==> src/rtl/captura_jogada.sv <==
// captura_jogada: player-input responder for the Jogo da Velha controller.
// While jogar is high it debounces the 9 cell buttons. Ambiguous presses are
// rejected, and so are presses on occupied cells. An accepted cell index is
// returned together with a one-cycle tem_jogada pulse.
// Optional build macro TIMEOUT_EN adds an idle-timeout pulse output.
module captura_jogada #(
  parameter int unsigned DEBOUNCE = 4,
  parameter int unsigned CNT_W    = 8,
  parameter int unsigned TIMEOUT  = 1000000
) (
  input  logic       clock,
  input  logic       reset,
  input  logic       jogar,
  input  logic [8:0] botoes,
  input  logic [8:0] ocupadas,
  output logic       tem_jogada,
  output logic [3:0] jogada,
  output logic       jogada_invalida,
  output logic       timeout,
  output logic [2:0] db_estado
);

  typedef enum logic [2:0] {
    OCIOSO        = 3'd0,
    ESPERA_SOLTA  = 3'd1,
    ESPERA_APERTO = 3'd2,
    FILTRO        = 3'd3,
    VALIDA        = 3'd4,
    EMITE         = 3'd5,
    INVALIDA      = 3'd6
  } estado_t;

  // Reject parameter sets the debounce counter or timeout cannot represent
  if (DEBOUNCE < 1 || longint'(DEBOUNCE) >= (longint'(1) << CNT_W)) begin : g_erro_debounce
    $error("captura_jogada: DEBOUNCE must be >= 1 and fit in CNT_W bits");
  end
  if (TIMEOUT < 2) begin : g_erro_timeout
    $error("captura_jogada: TIMEOUT must be >= 2");
  end

  estado_t          estado_q, estado_d;
  logic [8:0]       padrao_q, padrao_d;
  logic [CNT_W-1:0] cnt_q, cnt_d;
  logic [3:0]       jogada_q, jogada_d;
  logic [3:0]       indice;

  // Encode the captured one-hot pattern as a cell index 0..8
  always_comb begin
    indice = '0;
    for (int unsigned i = 0; i < 9; i++) begin
      if (padrao_q[i]) indice = 4'(i);
    end
  end

  // Next-state logic: press capture, debounce filter and validation
  always_comb begin
    estado_d = estado_q;
    padrao_d = padrao_q;
    cnt_d    = cnt_q;
    jogada_d = jogada_q;
    case (estado_q)
      OCIOSO: begin
        if (jogar) estado_d = ESPERA_SOLTA;
      end
      ESPERA_SOLTA: begin
        if (botoes == '0) estado_d = ESPERA_APERTO;
      end
      ESPERA_APERTO: begin
        if ($onehot(botoes)) begin
          padrao_d = botoes;
          cnt_d    = CNT_W'(1);
          estado_d = FILTRO;
        end else if (botoes != '0) begin
          estado_d = ESPERA_SOLTA;
        end
      end
      FILTRO: begin
        if (botoes != padrao_q) begin
          cnt_d    = '0;
          estado_d = ESPERA_APERTO;
        end else if (cnt_q == CNT_W'(DEBOUNCE)) begin
          estado_d = VALIDA;
        end else begin
          cnt_d = cnt_q + CNT_W'(1);
        end
      end
      VALIDA: begin
        if ((padrao_q & ocupadas) != '0) begin
          estado_d = INVALIDA;
        end else begin
          jogada_d = indice;
          estado_d = EMITE;
        end
      end
      EMITE, INVALIDA: begin
        estado_d = jogar ? ESPERA_SOLTA : OCIOSO;
      end
      default: estado_d = OCIOSO;
    endcase
    // Dropping the request aborts everything except the single-cycle result
    // states; the held move must not be overwritten by an aborted VALIDA.
    if (!jogar && estado_q != EMITE && estado_q != INVALIDA) begin
      estado_d = OCIOSO;
      padrao_d = padrao_q;
      cnt_d    = '0;
      jogada_d = jogada_q;
    end
  end

  // State, pattern, debounce counter and move registers
  always_ff @(posedge clock or posedge reset) begin
    if (reset) begin
      estado_q <= OCIOSO;
      padrao_q <= '0;
      cnt_q    <= '0;
      jogada_q <= '0;
    end else begin
      estado_q <= estado_d;
      padrao_q <= padrao_d;
      cnt_q    <= cnt_d;
      jogada_q <= jogada_d;
    end
  end

  assign tem_jogada      = (estado_q == EMITE);
  assign jogada_invalida = (estado_q == INVALIDA);
  assign jogada          = jogada_q;
  assign db_estado       = estado_q;

`ifdef TIMEOUT_EN
  localparam int unsigned TO_W = (TIMEOUT > 2) ? $clog2(TIMEOUT) : 1;

  logic [TO_W-1:0] to_cnt_q, to_cnt_d;
  logic            to_limpa, to_conta, to_fim;

  // Idle counter: runs while a move is awaited, wraps with a pulse at TIMEOUT-1
  always_comb begin
    to_limpa = (estado_q == OCIOSO) || (estado_q == EMITE) || (estado_q == INVALIDA);
    to_conta = jogar && !to_limpa;
    to_fim   = to_conta && (to_cnt_q == TO_W'(TIMEOUT - 1));
    to_cnt_d = to_cnt_q;
    if (to_limpa || to_fim) begin
      to_cnt_d = '0;
    end else if (to_conta) begin
      to_cnt_d = to_cnt_q + TO_W'(1);
    end
  end

  // Idle counter register
  always_ff @(posedge clock or posedge reset) begin
    if (reset) to_cnt_q <= '0;
    else       to_cnt_q <= to_cnt_d;
  end

  assign timeout = to_fim;
`else
  assign timeout = 1'b0;
`endif

endmodule
==> config.mk <==
export PLATFORM = sky130hd
export DESIGN_NAME = captura_jogada
export DESIGN_NICKNAME = d
export VERILOG_FILES = /design/src/rtl/captura_jogada.sv
export SDC_FILE = /design/constraint.sdc
export NUM_CORES = 1
export LEC_CHECK = 0
export CORE_ASPECT_RATIO = 0.8
export CORE_MARGIN = 10
export CORE_UTILIZATION = 47
export DETAILED_ROUTE_END_ITERATION = 8
export PLACE_DENSITY = 0.73
export SLEW_MARGIN = 40
export SYNTH_ARGS = -nofsm -noshare
export SYNTH_HDL_FRONTEND = slang
export SYNTH_SLANG_ARGS = --single-unit
export TNS_END_PERCENT = 50
==> constraint.sdc <==
create_clock -name clock -period 2 [get_ports clock]
set_input_delay 0.4 -clock clock [delete_from_list [all_inputs] [get_ports clock]]
set_output_delay 0.4 -clock clock [all_outputs]
set_load 0.01 [all_outputs]
Yosys cells after proc, flatten, opt, wreduce, memory -nomap -nowiden
Cells that the tools add are included.
- register bits after elaboration: 24
- input port bits: 21
- output and inout bits: 10
- word-level logic and storage cells: 69
- $add $sub $neg: 9
- equality and inequality tests: 17
- mux-type cells: 23
- bitwise logic cells: 3
- reductions and logical operators: 13
- operators with widths (cell ; count):
    2-to-1 mux 8 bit ; 4
    2-to-1 mux 4 bit ; 7
    2-to-1 mux 3 bit ; 7
    one-hot mux 3 bit (6 select lines) ; 1
    nonzero test 9 bit ; 2
    one-hot mux 8 bit (2 select lines) ; 1
    != test 3 bit, second input constant ; 5
    != test 4 bit, second input constant ; 3
    AND 9 bit ; 1
    == test 3 bit, second input constant ; 3
    logical NOT 9 bit ; 1
    != test 9 bit ; 1
    AND reduction 3 bit ; 3
    adder 1 x 1 -> 2 bit ; 4
    adder 8 x 1 -> 8 bit, second input constant ; 1
    == test 8 x 3 -> 1 bit, second input constant ; 1
    adder 2 x 2 -> 3 bit ; 2
    == test 3 x 2 -> 1 bit, second input constant ; 2
    adder 3 x 3 -> 4 bit ; 1
    adder 4 x 1 -> 4 bit ; 1
    == test 4 x 1 -> 1 bit, second input constant ; 1
    AND reduction 4 bit ; 1
    == test 3 x 1 -> 1 bit, second input constant ; 1
    logical NOT 3 bit ; 1
    7 further kinds ; 10

Depth between registers and ports, before layout
- depth after elaboration: 8
- depth in mapped cells: 14
- mapped depth without buffers: 14

Worst setup path before layout
OpenSTA, ideal clock, no wires.
- kind: input to register
- from: input botoes[0]
- to: register cnt_q[3]
- library setup time: 0.066 ns
- arrival: 3.687 ns
- required time: 1.934 ns
- slack: -1.753 ns
- stages on the path: 14
- buffers on the path: 0
- cells stage by stage: inv_1 -> fa_1 -> fa_1 -> fa_1 -> inv_1 -> fa_1 -> inv_1 -> fa_1 -> nor2b_1 -> a21oi_1 -> o21ai_0 -> o211ai_2 -> or4b_1 -> nand2_1
- longest elaborated chain between the ends: 7
- elaborated cells on any way between the ends: 12
- classes of those cells: add/sub: 4; eq/ne: 4; mux: 3; reduce/logical: 1
- ends and longest elaborated chain (element ; RTL line ; source):
    start, declared ; 14 ; input logic [8:0] botoes,
    adder 1 x 1 -> 2 bit (not written as such) ; 69 ; if ($onehot(botoes)) begin
    adder 2 x 2 -> 3 bit (not written as such) ; 69 ;
    adder 3 x 3 -> 4 bit (not written as such) ; 69 ;
    adder 4 x 1 -> 4 bit (not written as such) ; 69 ;
    == test 4 x 1 -> 1 bit ; 69 ;
    != test 3 bit (no source line) ; - ;
    AND reduction 3 bit (no source line) ; - ;
    end signal, assigned ; 120 ; cnt_q <= cnt_d;
    end, declared ; 43 ; logic [CNT_W-1:0] cnt_q, cnt_d;
Several ways; a longest one is shown, not always the timed one.
A chain may end at the register's enable or synchronous reset.

Worst setup path in the final report
- from: input botoes[3]
- to: register cnt_q[3]
The elaborated chain is that of the path after synthesis.

==> results.json <==
{
  "grt.met2_usage_pct": 25.2,
  "timing.hold.ws_ns": 0.468,
  "synth.most_common_cell": "dfrtp_1",
  "drt_iter0_drc": 80,
  "crit_slowest_cell": "fa_1",
  "grt_usage_pct": 13.9,
  "crit_family": "adder cells",
  "cts_buffers": 3,
  "die_y_um": 72.9,
  "max_stage_delay_ns": 0.56,
  "cts.clk_slew.worst_paths_ns": 0.09,
  "power_density_nw_per_um2": 726,
  "fin_nets": 264,
  "ys_async_sr_fraction_pct": 100,
  "routed_wl_mm": 4.26,
  "rsz0062_at_grt": "true",
  "clk-insertion-delay-late_ns": 0.27,
  "required_ns": 2.21,
  "via_per_inst": 5.41,
  "netlist.area_leader.share_pct": 36.6,
  "cts_root_buffer": "clkbuf_8",
  "arrival_ns": 3.75,
  "portBuffers": 29,
  "outcome": "finished, violations left",
  "place_congestion": 0.810,
  "antenna_found_initial": 0,
  "path_cells": "buf_8 > inv_4 > fa_1 > fa_1 > fa_1 > inv_2 > fa_2 > inv_2 > fa_2 > nand2_2 > o21ai_2 > o211ai_2 > or4b_4 > nand2_2",
  "drt-wirelength-per-cell_um": 15.6,
  "fillers": 272,
  "grt_use_met3_pct": 4.24,
  "antenna_left": 0,
  "fin_skew_ns": 0.00799,
  "cts_tree": "built",
  "holdBufCountCts": 0,
  "dp_hpwl_mm": 3.29,
  "clockBufferDepth": 2,
  "grt_pass1_vias": 1563,
  "cpMostUsedCell": "fa_1",
  "setup_tns_ns": -27.57,
  "fin_crit_sh_pct": 177,
  "leakagePower_nw": 1.13,
  "vias": 1476,
  "finalSetupViolCount": 19,
  "vdd_drop_max_mv": 0.494,
  "clkSinkCount": 24,
  "startpoint_type": "primary input",
  "post-route-min-period_ns": 3.54,
  "floorplan.initialDensity_pct": 48.3,
  "first_pass_iters": 4,
  "maxCapViolations": 0,
  "coreArea_sq_um": 3400,
  "ys_seq_area_share_pct": 36.6,
  "synth_common_cells": "dfrtp_1 (24), inv_1 (20), nor2_1 (15), o21ai_0 (12), mux2_2 (11)",
  "setup_ws_ns": -1.54,
  "cp_max_fo": 2,
  "ios": 31,
  "route.detailed.drc": 0,
  "grt_pass1_wl_mm": 7.27,
  "dieArea_sq_um": 6270,
  "die_w_um": 86.1,
  "met1_usage_pct": 16.1,
  "utilization_pct": 69.3,
  "cp_num_buf_inv": 4,
  "drive_gt1_share_pct": 32.9,
  "synth_top_area_cell": "dfrtp_1",
  "ys_seq_elements": 24,
  "drv_slew": 0,
  "violations": "negative setup slack",
  "final_area_sq_um": 2360,
  "grt_start_max_net_pins": 25,
  "antenna_cells": 0,
  "placed_cell_area_sq_um": 2180,
  "h-tree-depth": 1,
  "gr-total-overflow": 0,
  "ys.flop_type": "dfrtp_1",
  "synthTopCellsByArea": "dfrtp_1 (37%), mux2_2 (7.5%), fa_1 (6.1%), xor2_1 (5.3%), inv_1 (4.6%)",
  "hp-class": "in2async",
  "rows": 19,
  "busiest_layer": "met2",
  "yosys_warnings": 0,
  "area_growth_pct": 43.4,
  "syn_nets": 207,
  "syn_inst": 176,
  "hold_viol_final": 0,
  "yosysUniqueCellTypes": 41,
  "synth_edf_count": 0,
  "netlist_area_sq_um": 1640,
  "fmax_mhz": 283,
  "critPathCaptureType": "flop",
  "worstSetupPathType": "in2reg",
  "syn_area_per_cell_sq_um": 9.33
}
## where the power goes
part           switching, W  internal [W]  leakage [nW]  total [W]
Clock              0.000152      0.000135        0.0216   0.000287
Combinational      0.000325      0.000396         0.796   0.000720
Sequential         0.000136      0.000568         0.316   0.000704
Total              0.000612       0.00110          1.13    0.00171
## area by class of cell
type | instances | area (sq um) | area share [%]
clock buffers | 3 | 41.3 | 1.75
inverters | 20 | 90.1 | 3.82
multi-input cells | 127 | 1030 | 43.5
flip-flops and latches | 24 | 604 | 25.7
well taps | 42 | 52.6 | 2.23
repair buffers | 57 | 542 | 23.0
## sequential cells by signal, summed over array words and instances, names as in the netlist
register,count
padrao_q,9
db_estado,3
cnt_q,8
jogada,4
## through the flow
| step | worst slack, ns | total power (W) | cells |
|---|---|---|---|
| floorplan | -1.60 | 0.00111 | 176 |
| global placement | -2.23 | 0.00131 | 264 |
| detailed placement | -2.35 | 0.00134 | 264 |
| CTS | -1.65 | 0.00169 | 272 |
| global route | -1.63 | 0.00183 | 273 |
| finish | -1.54 | 0.00171 | 273 |
## cells in the final DEF, fill, tap and decap left out, drive strengths merged, types with 2 or more instances in the layout
cell type / count
clkbuf: 3
nor3: 4
nand3b: 2
nor4: 2
nor2b: 8
fa: 5
dfrtp: 24
nor2: 15
inv: 20
mux2: 11
buf: 31
dlymetal6s2s: 2
a21oi: 10
nand2: 10
and3: 5
o31ai: 4
a22o: 2
o21ai: 12
nand3: 5
clkdlybuf4s50: 24
ha: 5
xor2: 10
## routing by layer
metal / wire (um) / vias to the layer above
met2: 2140 / 38
met3: 258 / 4
met1: 1830 / 721
met4: 27 / 0
li1: - / 713
met5: 0 / -
## what timing repair did
| item | 4_1_cts | 5_1_grt |
|---|---|---|
| gates cloned | 1 | 0 |
| buffers inserted | 4 | 1 |
| setup endpoints to repair | 20 | 21 |
| resized for setup | 32 | 19 |
| pin swaps | 12 | 10 |
## logic make-up after synthesis
logic type	after synthesis	share of synthesized area [%]
other cells	1	0.228
fa+ha+maj	10	9.90
flops	24	36.6
xor+xnor	11	5.86
simple gates	56	19.0
compound gates	38	14.7
buf+inv	25	6.17
mux	11	7.54
## path summary, 6_finish.rpt
check,depth (start not counted),endpoint,slack (ns),start
hold reg to reg,1,cnt_q[7]$_DFFE_PP0P_,0.51,cnt_q[7]$_DFFE_PP0P_
setup reg to reg,5,cnt_q[3]$_DFFE_PP0P_,0.11,padrao_q[7]$_DFFE_PP0P_
max in group asynchronous,3,db_estado[0]$_DFFE_PP0P_,1.27,reset
setup / recovery,14,cnt_q[3]$_DFFE_PP0P_,-1.54,botoes[3]
hold / removal,3,cnt_q[5]$_DFFE_PP0P_,0.47,reset
min in group clock,3,padrao_q[1]$_DFFE_PP0P_,0.47,botoes[1]
## worst min-delay path, stage by stage
cell	delay, ns
clkdlybuf4s50_1	0.39
inv_1	0.05
buf_4	0.30
Note: power is estimated with default switching activity, not from simulation.
